**src/rtl/result_deskew.sv**
```systemverilog
`default_nettype none
// ============================================================================
// Module   : result_deskew
// Purpose  : Realigns the column-skewed bottom-row partial sums of a systolic
//            array into complete result rows. Aligned rows are buffered in a
//            small FIFO with a valid/ready output. Completion of a pass is
//            flagged on done.
// Revision : 1.0 - initial release
// ============================================================================
module result_deskew #(
  parameter int MATRIX_SIZE = 2,
  parameter int DATA_SIZE   = 32,
  parameter int FIFO_DEPTH  = 4
) (
  input  logic                             clk,
  input  logic                             reset,
  input  logic                             general_enable,
  input  logic                             start,
  input  logic [MATRIX_SIZE*DATA_SIZE-1:0] psum_in,
  input  logic [MATRIX_SIZE-1:0]           psum_valid,
  output logic [MATRIX_SIZE*DATA_SIZE-1:0] row_data,
  output logic                             row_valid,
  output logic                             row_last,
  input  logic                             row_ready,
  output logic                             done,
  output logic                             overflow,
  output logic                             skew_error
);

  localparam int ROW_W = MATRIX_SIZE * DATA_SIZE;
  localparam int CNT_W = $clog2(MATRIX_SIZE) + 1;
  localparam int PTR_W = (FIFO_DEPTH > 1) ? $clog2(FIFO_DEPTH) : 1;
  localparam int OCC_W = $clog2(FIFO_DEPTH + 1);

  localparam logic [CNT_W-1:0] LAST_ROW  = CNT_W'(MATRIX_SIZE - 1);
  localparam logic [PTR_W-1:0] PTR_MAX   = PTR_W'(FIFO_DEPTH - 1);
  localparam logic [OCC_W-1:0] OCC_FULL  = OCC_W'(FIFO_DEPTH);

  localparam logic [1:0] S_IDLE    = 2'd0;
  localparam logic [1:0] S_COLLECT = 2'd1;
  localparam logic [1:0] S_DRAIN   = 2'd2;
  localparam logic [1:0] S_DONE    = 2'd3;

  // --------------------------------------------------------------------------
  // Deskew: column j is delayed by MATRIX_SIZE-1-j stages so every column of
  // a row reaches the aligned boundary together. The last column is direct.
  // --------------------------------------------------------------------------
  logic [ROW_W-1:0]       w_al_data;
  logic [MATRIX_SIZE-1:0] w_al_valid;

  genvar gj;
  generate
    for (gj = 0; gj < MATRIX_SIZE - 1; gj++) begin : g_col_delay
      localparam int STAGES = MATRIX_SIZE - 1 - gj;

      logic [STAGES*DATA_SIZE-1:0]     r_sd;
      logic [STAGES-1:0]               r_sv;
      logic [(STAGES+1)*DATA_SIZE-1:0] w_sd_chain;
      logic [STAGES:0]                 w_sv_chain;

      // The chain holds the new input at the bottom; its top slot is the
      // aligned output, the rest is what the stages capture next.
      assign w_sd_chain = {r_sd, psum_in[gj*DATA_SIZE +: DATA_SIZE]};
      assign w_sv_chain = {r_sv, psum_valid[gj]};

      // Shift the column delay line; held while disabled, flushed on start
      always_ff @(posedge clk or posedge reset) begin
        if (reset) begin
          r_sd <= '0;
          r_sv <= '0;
        end else if (start) begin
          r_sd <= '0;
          r_sv <= '0;
        end else if (general_enable) begin
          r_sd <= w_sd_chain[STAGES*DATA_SIZE-1:0];
          r_sv <= w_sv_chain[STAGES-1:0];
        end
      end

      assign w_al_data[gj*DATA_SIZE +: DATA_SIZE] = w_sd_chain[(STAGES+1)*DATA_SIZE-1 -: DATA_SIZE];
      assign w_al_valid[gj]                       = w_sv_chain[STAGES];
    end : g_col_delay
  endgenerate

  assign w_al_data[ROW_W-1 -: DATA_SIZE] = psum_in[ROW_W-1 -: DATA_SIZE];
  assign w_al_valid[MATRIX_SIZE-1]       = psum_valid[MATRIX_SIZE-1];

  // --------------------------------------------------------------------------
  // Row classification. Inputs are ignored while disabled, and a start cycle
  // only restarts the pass (it never pushes or flags).
  // --------------------------------------------------------------------------
  logic [1:0]       r_state;
  logic [1:0]       w_state_next;
  logic [CNT_W-1:0] r_row_cnt;
  logic             w_row_present;
  logic             w_any_valid;
  logic             w_take;
  logic             w_mixed;
  logic             w_in_collect;
  logic             w_last_row;

  assign w_row_present = general_enable & (&w_al_valid);
  assign w_any_valid   = general_enable & (|w_al_valid);
  assign w_take        = w_row_present & ~start;
  assign w_mixed       = w_any_valid & ~w_row_present & ~start;
  assign w_in_collect  = (r_state == S_COLLECT);
  assign w_last_row    = (r_row_cnt == LAST_ROW);

  // --------------------------------------------------------------------------
  // Output FIFO
  // --------------------------------------------------------------------------
  logic [ROW_W-1:0] r_mem_data [FIFO_DEPTH];
  logic             r_mem_last [FIFO_DEPTH];
  logic [PTR_W-1:0] r_wr_ptr;
  logic [PTR_W-1:0] r_rd_ptr;
  logic [OCC_W-1:0] r_occ;
  logic             w_full;
  logic             w_empty;
  logic             w_pop;
  logic             w_push;
  logic             w_drop;
  logic             w_empty_after;

  assign w_full  = (r_occ == OCC_FULL);
  assign w_empty = (r_occ == '0);
  assign w_pop   = ~w_empty & row_ready;
  // A full FIFO still accepts a row when the head leaves on the same edge
  assign w_push  = w_take & w_in_collect & (~w_full | w_pop);
  assign w_drop  = w_take & w_in_collect & w_full & ~w_pop;
  // Empty after this edge, counting a pop that empties it right now
  assign w_empty_after = w_empty | ((r_occ == OCC_W'(1)) & w_pop & ~w_push);

  // Store the aligned row and its last-row marker at the write pointer
  always_ff @(posedge clk) begin
    if (w_push) begin
      r_mem_data[r_wr_ptr] <= w_al_data;
      r_mem_last[r_wr_ptr] <= w_last_row;
    end
  end

  // Advance FIFO pointers and occupancy; start deliberately leaves the FIFO
  always_ff @(posedge clk or posedge reset) begin
    if (reset) begin
      r_wr_ptr <= '0;
      r_rd_ptr <= '0;
      r_occ    <= '0;
    end else begin
      if (w_push) begin
        r_wr_ptr <= (r_wr_ptr == PTR_MAX) ? '0 : r_wr_ptr + PTR_W'(1);
      end
      if (w_pop) begin
        r_rd_ptr <= (r_rd_ptr == PTR_MAX) ? '0 : r_rd_ptr + PTR_W'(1);
      end
      case ({w_push, w_pop})
        2'b10:   r_occ <= r_occ + OCC_W'(1);
        2'b01:   r_occ <= r_occ - OCC_W'(1);
        default: r_occ <= r_occ;
      endcase
    end
  end

  assign row_valid = ~w_empty;
  assign row_data  = w_empty ? '0 : r_mem_data[r_rd_ptr];
  assign row_last  = ~w_empty & r_mem_last[r_rd_ptr];

  // Count aligned rows of the pass, dropped ones included
  always_ff @(posedge clk or posedge reset) begin
    if (reset) begin
      r_row_cnt <= '0;
    end else if (start) begin
      r_row_cnt <= '0;
    end else if (w_take && w_in_collect) begin
      r_row_cnt <= r_row_cnt + CNT_W'(1);
    end
  end

  // Sticky error flags, cleared when a new pass starts
  always_ff @(posedge clk or posedge reset) begin
    if (reset) begin
      overflow   <= 1'b0;
      skew_error <= 1'b0;
    end else if (start) begin
      overflow   <= 1'b0;
      skew_error <= 1'b0;
    end else begin
      if (w_drop) begin
        overflow <= 1'b1;
      end
      if (w_mixed || (w_take && !w_in_collect)) begin
        skew_error <= 1'b1;
      end
    end
  end

  // --------------------------------------------------------------------------
  // Pass sequencing
  // --------------------------------------------------------------------------
  // State register
  always_ff @(posedge clk or posedge reset) begin
    if (reset) begin
      r_state <= S_IDLE;
    end else begin
      r_state <= w_state_next;
    end
  end

  // Next-state decode
  always_comb begin
    w_state_next = r_state;
    case (r_state)
      S_IDLE:    if (start) w_state_next = S_COLLECT;
      S_COLLECT: if (w_take && w_last_row) w_state_next = S_DRAIN;
      S_DRAIN:   if (w_empty_after) w_state_next = S_DONE;
      S_DONE:    if (start) w_state_next = S_COLLECT;
      default:   w_state_next = S_IDLE;
    endcase
  end

  // State-derived outputs
  always_comb begin
    done = (r_state == S_DONE);
  end

endmodule
`default_nettype wire

```
**config.mk**
```make
export PLATFORM = sky130hd
export DESIGN_NAME = result_deskew
export DESIGN_NICKNAME = d
export VERILOG_FILES = /design/src/rtl/result_deskew.sv
export SDC_FILE = /design/constraint.sdc
export NUM_CORES = 1
export LEC_CHECK = 0
export CORE_MARGIN = 2
export CORE_UTILIZATION = 25
export CTS_CLUSTER_DIAMETER = 100
export DETAILED_ROUTE_END_ITERATION = 12
export GPL_TIMING_DRIVEN = 0
export SKIP_CTS_REPAIR_TIMING = 1
export SLEW_MARGIN = 15
export SYNTH_ARGS = -nofsm -noshare
export SYNTH_HDL_FRONTEND = slang
export SYNTH_SLANG_ARGS = --single-unit
```
**constraint.sdc**
```tcl
create_clock -name clk -period 4.2 [get_ports clk]
set_input_delay 0.63 -clock clk [delete_from_list [all_inputs] [get_ports clk]]
set_output_delay 0.63 -clock clk [all_outputs]
set_load 0.02 [all_outputs]
```
==> summary.txt, run 1 <==
Final Core Density - 0.326
Slowest stage cell, crit path - clkdlybuf4s50_1
RD Place Congestion - 0.724
Post-synthesis sequential area ratio - 0.742
Period utilization - 0.936
Clock-pin slew on the worst setup and hold paths - 60 ps
Slew Viols, Final - 0
Chip width - 224 um
Achievable frequency - 254 MHz
Die footprint - 50100 um2
Place WS - 231 ps
Crit path cell chain - inv_1 > ha_1 > nand2b_1 > clkbuf_2 > clkbuf_1 > and2_1 > clkdlybuf4s50_1
HP Class - flop to flop
Final setup viols - 0
Status - finished clean
CP startpoint - r_occ[1]
Period minus WS final - 3930 ps
Unrepaired setup endpoints after global routing - no
Commonest non-fill, non-tap cell in the layout - edfxtp_1
CP top delay family - buffers and inverters
Pwr Density - 646 nW/um2
Initial core utilization - 0.253
Largest net degree at the start of global routing - 47
Syn_nets - 699
PortBufs - 137
Synth unique cells - 40
Core Rows - 80
Post-DP HPWL - 16900 um
Initial antenna violation count - 1
Total grt overflow - 0
# fillers - 4587
CP Depth - 7
CP Capture Point - row_data[11]
CP max FO - 10
Clock H-tree levels - 2
Relative slew margins - 0.467
Drc violations - 0
Top-Level Pins - 140
Crit end category - output pin
Syn_area_per_cell - 19.6 um2
Final instance area - 15600 um2
Worst skew pair latency - 540 ps
Layout cell share with drive strength beyond 1 - 0.186
Leak - 0.00538 uW
Yosys top cell area share - 0.646
Clock Skews - 9.50 ps
Post-layout nets - 879
Crit path kind - flop to output pin
Via-per-instance ratio - 4.27
Top post-synthesis cells by area - edfxtp_1 65%, mux4_2 12%, dfrtp_1 9.5%, and2_1 3.7%, mux2i_1 3.0%
Total core area - 47700 um2
TritonCTS Sinks - 306
Via count - 6139
Die Ht - 224 um
Fin. Hold Viols - 0
Number of diodes - 0
Critical R2R Launch - r_state[1]
First-pass GRT wire length - 40400 um
Post-route setup slack - 269 ps
Cells after Synth - 615
CP max stage delay - 630 ps
Hold WS - 502 ps
Placed cell areas - 14300 um2
Clock root cell - clkbuf_16
Critical R2R Capture - r_mem_data[1][11]
Fin cells - 1439
Synth-to-layout area growth - 29.0%
Max-Cap Viols - 0
Critical path launch point type - flop
Longest Clk Path Bufs - 3
#FFs+latches synth - 306
Reg2reg path depth - 8
Synth area leader - edfxtp_1
Max IR drop VDD - 316 uV
Synth Cell Area - 12100 um2
Vias in the first global route - 6611
Worst-Margin Slew - 799 ps
Antenna Nets Post-Route - 0
Critical Path AT - 3300 ps
Most frequent cells in the layout - 260 x edfxtp_1, 137 x clkdlybuf4s50_1, 67 x and2_1
CTS tree - built
Placed cells - 1371
Routed wire length per instance - 18.8 um
Crit path buffers/inverters - 4
Total wire length - 27000 um
Yosys warning count - 0
R2r setup slk - 1570 ps
GRT Total Usage - 0.110
Iter 0 DRT Violations - 340
CP required - 3570 ps
Num CTS Buffers - 37
TritonRoute pass-1 iters - 6
[worst min path at each step]
stage,cells past startpoint,startpoint,slack [ps],endpoint
5_1_grt,3,general_enable,500,g_col_delay[0].r_sd[4]
3_3_place_gp,0,g_col_delay[0].r_sd[29],490,r_mem_data[2][29]
4_1_cts,3,general_enable,480,g_col_delay[0].r_sd[3]
2_1_floorplan,0,g_col_delay[0].r_sd[0],480,r_mem_data[0][0]
6_report,1,overflow,500,overflow
3_5_place_dp,1,overflow,490,overflow
[kinds of logic after synthesis]
family / Yosys count / synth area share
adders and majority gates: 13 / 0.0135
muxes: 104 / 0.154
AOI/OAI and AO/OA: 17 / 0.0103
and+or+nand+nor: 128 / 0.0576
buffers and inverters: 45 / 0.0215
DFF: 306 / 0.742
xor gates and xnor gates: 2 / 0.00145
[layout make-up]
| cell class | count | area, um2 | area share |
|---|---|---|---|
| clock inverters | 15 | 160 | 0.0103 |
| clock buffers | 53 | 1080 | 0.0692 |
| inverters | 12 | 47.5 | 0.00305 |
| flip-flops and latches | 306 | 8960 | 0.575 |
| plain buffers | 33 | 218 | 0.0140 |
| repair buffers | 141 | 1480 | 0.0951 |
| well taps | 615 | 769 | 0.0494 |
| multi-input cells | 264 | 2870 | 0.184 |
[power breakdown]
group | total, uW | internal, uW | switching, uW
sequential | 3450 | 3370 | 73.7
combinational | 3390 | 1720 | 1680
clock | 3220 | 1980 | 1240
[synthesized netlist by cell type]
cell,count
dfrtp_1,46
xnor2_1,1
buf_6,1
inv_1,12
a221oi_1,1
buf_8,1
buf_2,10
o211ai_1,1
o21ai_0,4
clkbuf_1,14
xor2_1,1
mux2_2,3
nor3_1,1
o32ai_1,1
nor2_1,39
a21oi_1,3
edfxtp_1,260
nand2_4,1
a311o_1,1
ha_1,13
a222oi_1,1
o21a_1,1
nand3_1,4
nand2b_1,1
buf_1,1
and3_1,2
nand3b_1,1
nor2_2,1
mux4_2,65
mux2i_1,36
a32o_1,1
o2111ai_1,1
o311a_1,1
and2_1,71
nand4b_1,1
a21o_1,1
buf_4,3
buf_12,3
nand2_1,5
and3b_1,1
[routing by layer]
layer  vias up  wire (um)  part of all wire  GRT usage
met3        45       1360             0.050     0.0296
met2       134      13300              0.49      0.186
met4         0        597             0.022     0.0363
met1      3195      11800              0.43      0.136
met5         -          0                 0          0
li1       2765          -                 -          -
[state kept, by name (all words and copies together), names as in the netlist]
register and cells:
g_col_delay.r_sd 32, g_col_delay.r_sv 1, overflow 1, r_mem_data 256
r_mem_last 4, r_occ 3, r_rd_ptr 2, r_row_cnt 2
r_state 2, r_wr_ptr 2, skew_error 1
[stage by stage]
step,TNS [ps],total power [uW]
2_1_floorplan,0,5540
3_3_place_gp,-295920,6970
3_5_place_dp,0,6990
4_1_cts,-3140,10300
5_1_grt,0,10500
6_report,0,10100
[worst register-to-register path: cells and delay by family, from the launching register on]
| kind | cells | cell delay (ps) |
|---|---|---|
| adders and majority gates | 1 | 240 |
| and+or+nand+nor | 4 | 1040 |
| buffers and inverters | 3 | 590 |
| DFF | 1 | 400 |
Power figures use the tool's default switching activity.
==> run 2, diff against run 1 <==
- CORE_MARGIN: 2 -> not set
- CORE_UTILIZATION: 25 -> 35
==> summary.txt, run 2 (same netlist as run 1, synthesis figures left out) <==
CP max FO - 10 (unchanged)
Flop pwr share - 0.351 (+0.008)
Critical Path AT - 3270 ps (-30 ps)
Pwr Density - 643 nW/um2 (-0.37%)
Pwr Total - 9820 uW (-2.4%)
Fin cells - 1268 (-12%)
Total core area - 33700 um2 (-29%)
First-pass GRT wire length - 37700 um (-6.8%)
Top-Level Pins - 140 (unchanged)
Worst-Margin Slew - 776 ps (-23.9 ps)
Relative slew margins - 0.483 (+0.0159)
Num CTS Buffers - 35 (-5.4%)
Synth-to-layout area growth - 26.4%
Max-Cap Viols - 0 (unchanged)
Clock-pin slew on the worst setup and hold paths - 60 ps (about the same)
Die footprint - 35300 um2 (-30%)
Largest register FFs - 256 (unchanged)
Total wire length - 24900 um (-7.8%)
Post-DP HPWL - 15100 um (-10%)
Fin. Hold Viols - 0 (unchanged)
CP required - 3570 ps (about the same)
Slew Viols, Final - 0 (unchanged)
Drc violations - 0 (unchanged)
Via count - 6020 (-1.9%)
Most frequent cells in the layout - 260 x edfxtp_1, 137 x clkdlybuf4s50_1, 67 x and2_1
Total grt overflow - 0 (unchanged)
Critical R2R Capture - r_mem_data[0][60]
Core Rows - 67 (-16%)
Multi-input logic area - 2870 um2 (unchanged)
Routed wire length per instance - 19.7 um (+4.7%)
Switching Fraction - 0.293 (-0.00408)
CP Capture Point - row_data[1]
Die Ht - 188 um (-16%)
Reg2reg path depth - 8 (unchanged)
Largest Register - r_mem_data
Max IR drop VDD - 325 uV (+2.6%)
Unrepaired setup endpoints after global routing - no
Longest Clk Path Bufs - 3 (unchanged)
Crit path kind - flop to output pin
HP Class - input port to flop
Final Core Density - 0.453 (+0.127)
GRT Total Usage - 0.143 (+0.0331)
Clock H-tree levels - 2 (unchanged)
Vias in the first global route - 6352 (-3.9%)
Leak - 0.00531 uW (-1.2%)
Commonest non-fill, non-tap cell in the layout - edfxtp_1
Clock Skews - 19.6 ps (+10.1 ps)
Critical R2R Launch - r_state[1]
Period utilization - 0.927 (-0.00841)
CP startpoint - r_occ[1]
Crit end category - output pin
Initial core utilization - 0.358 (+0.105)
Critical path launch point type - flop
Status - finished clean
Largest net degree at the start of global routing - 47 (unchanged)
Final setup viols - 0 (unchanged)
TritonCTS Sinks - 306 (unchanged)
Place WS - 492 ps (+261 ps)
R2r setup slk - 1520 ps (-50 ps)
Int Power - 6940 uW (-1.9%)
Clock power frac - 0.307 (-0.013)
Antenna Nets Post-Route - 0 (unchanged)
Post-route setup slack - 305 ps (+35.3 ps)
Period minus WS final - 3900 ps (-35.3 ps)
CTS tree - built
Achievable frequency - 257 MHz (+0.91%)
Number of diodes - 0 (unchanged)
Placed cells - 1204 (-12%)
Regs by FF count - r_mem_data x256, g_col_delay.r_sd x32, r_mem_last x4
Post-layout nets - 877 (-0.23%)
Chip width - 188 um (-16%)
Clock root cell - clkbuf_16
RD Place Congestion - 0.724 (about the same)
Iter 0 DRT Violations - 290 (-15%)
Switching power total - 2880 uW (-3.8%)
Layout cell share with drive strength beyond 1 - 0.177 (-0.00885)
Worst skew pair latency - 520 ps (-20 ps)
Register area - 8960 um2 (unchanged)
PortBufs - 137 (unchanged)
TritonRoute pass-1 iters - 4 (-2)
Initial antenna violation count - 0 (-1)
Hold WS - 510 ps (+7.76 ps)
Via-per-instance ratio - 4.75 (+11%)
Combinational share of power - 0.342 (+0.005)
# fillers - 2963 (-35%)
## run 2: worst max-delay path, stage by stage, from the launching register on
cell             delay (ps)
dfrtp_1                 390
inv_1                   110
ha_1                    260
nand2b_1                270
clkbuf_2                340
clkbuf_1                480
and2_1                  270
clkdlybuf4s50_1         620
## run 2: cell type report
cell class,instances,share of cell area
Clock buffer,55,0.0663
Multi-Input combinational cell,264,0.188
Tap cell,448,0.0367
Sequential cell,306,0.587
Clock inverter,9,0.00910
Inverter,12,0.00312
Timing Repair Buffer,141,0.0956
Buffer,33,0.0142
## run 2: how the worst min path moves through the flow
| stage | startpoint | to | slack [ps] | cells after the start |
|---|---|---|---|---|
| 6_report | general_enable | g_col_delay[0].r_sd[4] | 510 | 3 |
| 5_1_grt | general_enable | g_col_delay[0].r_sd[4] | 510 | 3 |
| 4_1_cts | general_enable | g_col_delay[0].r_sd[4] | 490 | 3 |
| 3_5_place_dp | overflow | overflow | 490 | 1 |
| 3_3_place_gp | g_col_delay[0].r_sd[25] | r_mem_data[3][25] | 500 | 0 |
| 2_1_floorplan | g_col_delay[0].r_sd[0] | r_mem_data[0][0] | 480 | 0 |
## run 2: per-layer routing
| layer | global-route usage | vias up | routed length, um | part of all wire |
|---|---|---|---|---|
| met3 | 0.0309 | 34 | 1180 | 0.047 |
| met1 | 0.189 | 3098 | 11100 | 0.45 |
| met4 | 0.0372 | 0 | 466 | 0.019 |
| met5 | 0 | - | 0 | 0 |
| li1 | - | 2756 | - | - |
| met2 | 0.238 | 132 | 12200 | 0.49 |
## run 2: power groups by stage
stage	Combinational, uW	Sequential [uW]	Clock, uW
4_1_cts	3440	3440	3090
2_1_floorplan	2060	3480	0
3_5_place_dp	3430	3510	0
5_1_grt	3600	3450	3200
3_3_place_gp	3420	3500	0
6_report	3350	3440	3020
## run 2: per-stage QoR
stage | setup TNS (ps) | cell area [um2]
after floorplan | 0 | 12100
after global placement | -256510 | 14000
after detailed placement | 0 | 14100
after CTS | -369 | 15300
after global routing | 0 | 15300
final | 0 | 15300
==> RTL edit (config.mk and constraints of run 2) <==
Register the output `overflow` once more, without a reset; this adds one clock of latency there. The other outputs are not delayed to match.
--- a/src/rtl/result_deskew.sv
+++ b/src/rtl/result_deskew.sv
@@ -41,6 +41,8 @@
   localparam logic [1:0] S_DRAIN   = 2'd2;
   localparam logic [1:0] S_DONE    = 2'd3;
 
+  logic overflow_s0;
+
   // --------------------------------------------------------------------------
   // Deskew: column j is delayed by MATRIX_SIZE-1-j stages so every column of
   // a row reaches the aligned boundary together. The last column is direct.
@@ -177,14 +179,14 @@
   // Sticky error flags, cleared when a new pass starts
   always_ff @(posedge clk or posedge reset) begin
     if (reset) begin
-      overflow   <= 1'b0;
+      overflow_s0 <= 1'b0;
       skew_error <= 1'b0;
     end else if (start) begin
-      overflow   <= 1'b0;
+      overflow_s0 <= 1'b0;
       skew_error <= 1'b0;
     end else begin
       if (w_drop) begin
-        overflow <= 1'b1;
+        overflow_s0 <= 1'b1;
       end
       if (w_mixed || (w_take && !w_in_collect)) begin
         skew_error <= 1'b1;
@@ -221,6 +223,10 @@
     done = (r_state == S_DONE);
   end
 
+  always_ff @(posedge clk) begin
+    overflow <= overflow_s0;
+  end
+
 endmodule
 `default_nettype wire
 
Check against the original RTL: same outputs for any inputs over 4 cycles, from zero or initial values and one cycle with reset high; that may be too few to reach the edited logic, so the function may still have changed.
==> RTL edit against run 2 <==
Cell area increased by 0.16%. Sequential cell count up 1. Final cell count is the same. Fmax is 1.6% lower. Power shrank 0.70%. Synthesized area up 0.17%. Routed wire length decreased by 1.6%. Worst setup slack got worse by 63 ps. Largest cell class unchanged.
==> RTL edit: results (changes against run 2) <==
- Top cells by area, synth: edfxtp_1 (65%), mux4_2 (12%), dfrtp_1 (9.5%) (unchanged)
- DRT iter0 DRCs: 281 (was 290)
- Largest net degree at the start of global routing: 44 (was 47)
- Synth Area in XOR/XNOR: 0.145% (about the same)
- Peak supply drop: 0.000272 V (was 0.000325 V)
- Initial antenna violation count: 1 (was 0)
- Adder-cell share of the synthesized area: 1.34% (was 1.35%)
- Compound-cell area share of the yosys netlist: 1.02% (was 1.03%)
- Post-Place Cell Area: 0.0142 mm2 (was 0.0141 mm2)
- First-pass GRT wire length: 37700 um (about the same)
- Layout Skew: 11.8 ps (was 19.6 ps)
- WP data arrival: 3330 ps (was 3270 ps)
- Post-synthesis async set-or-reset flop share: 15.0% (about the same)
- Worst-Margin Slew: 756 ps (was 776 ps)
- Total iterations of the first detailed-routing run: 6 (was 4)
- NumNets Final: 878 (was 877)
- Vias/cell: 4.73 (was 4.75)
- Worst-path fanout max: 10 (unchanged)
- Syn Area/Cell: 19.6 um2 (about the same)
- Final GP Congestion: 0.738 (was 0.724)
- CTS buffer count: 34 (was 35)
- Routed Wire Length: 24500 um (was 24900 um)
- Biggest regs: r_mem_data: 256 flops, g_col_delay.r_sd: 32 flops, r_mem_last: 4 flops (unchanged)
- Clk buf depth: 3 (unchanged)
- Clk Latency, worst-skew pair: 500 ps (was 520 ps)
- Mux cell area share after synthesis: 15.4% (about the same)
- Sequential area share after synthesis: 74.2% (about the same)
- Leak pwr: 5.32 nW (was 5.31 nW)
- Cell variety after synth: 41 (was 40)
- Post-synthesis net count: 700 (was 699)
- Main synth FF type: edfxtp_1 (unchanged)
- Number of global-route vias before repair: 6443 (was 6352)
- DP Wirelength: 15200 um (was 15100 um)
- Cell count after placement: 1206 (was 1204)
- Status: finished clean (unchanged)
- Share of cells above drive strength 1: 17.4% (was 17.7%)
- Hold Path Class: register to register (was input port to register)
- I/O Buffers: 137 (unchanged)
- Root Buffer: clkbuf_16 (unchanged)
- Overall Global Routing Usage: 14.2% (was 14.3%)
- Non-Filler Instances: 1268 (unchanged)
-- RTL edit: cell types whose count changed after synthesis --
cell	run 2	this run
dfxtp_1	0	1
-- RTL edit: metrics by stage --
stage / utilization [%] / setup slack (ps)
3_5_place_dp: 41.9 / 592
3_3_place_gp: 41.5 / -1010
6_report: 45.2 / 241
2_1_floorplan: - / 876
4_1_cts: 45.2 / 29.6
5_1_grt: 45.2 / 13.5
-- RTL edit: kinds of logic after synthesis --
kind of cell,Yosys count
flip-flops,307
AND/OR/NAND/NOR,128
multiplexers,104
buffers and inverters,45
AO/OA/AOI/OAI,17
adder cells (fa/ha/maj),13
XOR/XNOR,2
-- RTL edit: metal layers --
layer / global-route usage [%] / share of wire, % / vias up / routed length, um
li1: - / - / 2752 / -
met1: 19.3 / 45 / 3073 / 11100
met2: 23.1 / 49 / 142 / 12000
met3: 2.75 / 4.4 / 29 / 1070
met4: 4.03 / 1.8 / 0 / 440
met5: 0 / 0 / - / 0
-- RTL edit: area by class of cell --
type / instances / area, um2
inverter: 12 / 45.0
multi-input combinational: 264 / 2870
timing repair buffer: 142 / 1490
buffer: 33 / 216
tap: 448 / 561
clock buffer: 54 / 1010
clock inverter: 8 / 114
fill: 2909 / 18500
sequential: 307 / 8980
-- RTL edit: worst paths after layout --
check / startpoint / end / slack, ps / depth (start not counted)
max: r_occ[1]$_DFFE_PP0P_ / row_data[20] / 240 / 7
min: overflow_s0$_DFFE_PP0P_ / overflow$_DFF_P_ / 400 / 0
max reg2reg: r_state[1]$_DFFE_PP0P_ / r_mem_data[0][19]$_DFFE_PP_ / 1550 / 8
min reg2reg: overflow_s0$_DFFE_PP0P_ / overflow$_DFF_P_ / 400 / 0
max in group asynchronous: reset / g_col_delay[0].r_sd[11]$_DFFE_PP0P_ / 3100 / 3
min in group asynchronous: reset / g_col_delay[0].r_sd[1]$_DFFE_PP0P_ / 530 / 2
-- RTL edit: report_power, final --
group / internal [mW] / switching, mW / leakage, nW
sequential: 3.38 / 0.0689 / 2.96
clock: 1.83 / 1.10 / 0.539
combinational: 1.72 / 1.64 / 1.82
total: 6.93 / 2.81 / 5.32
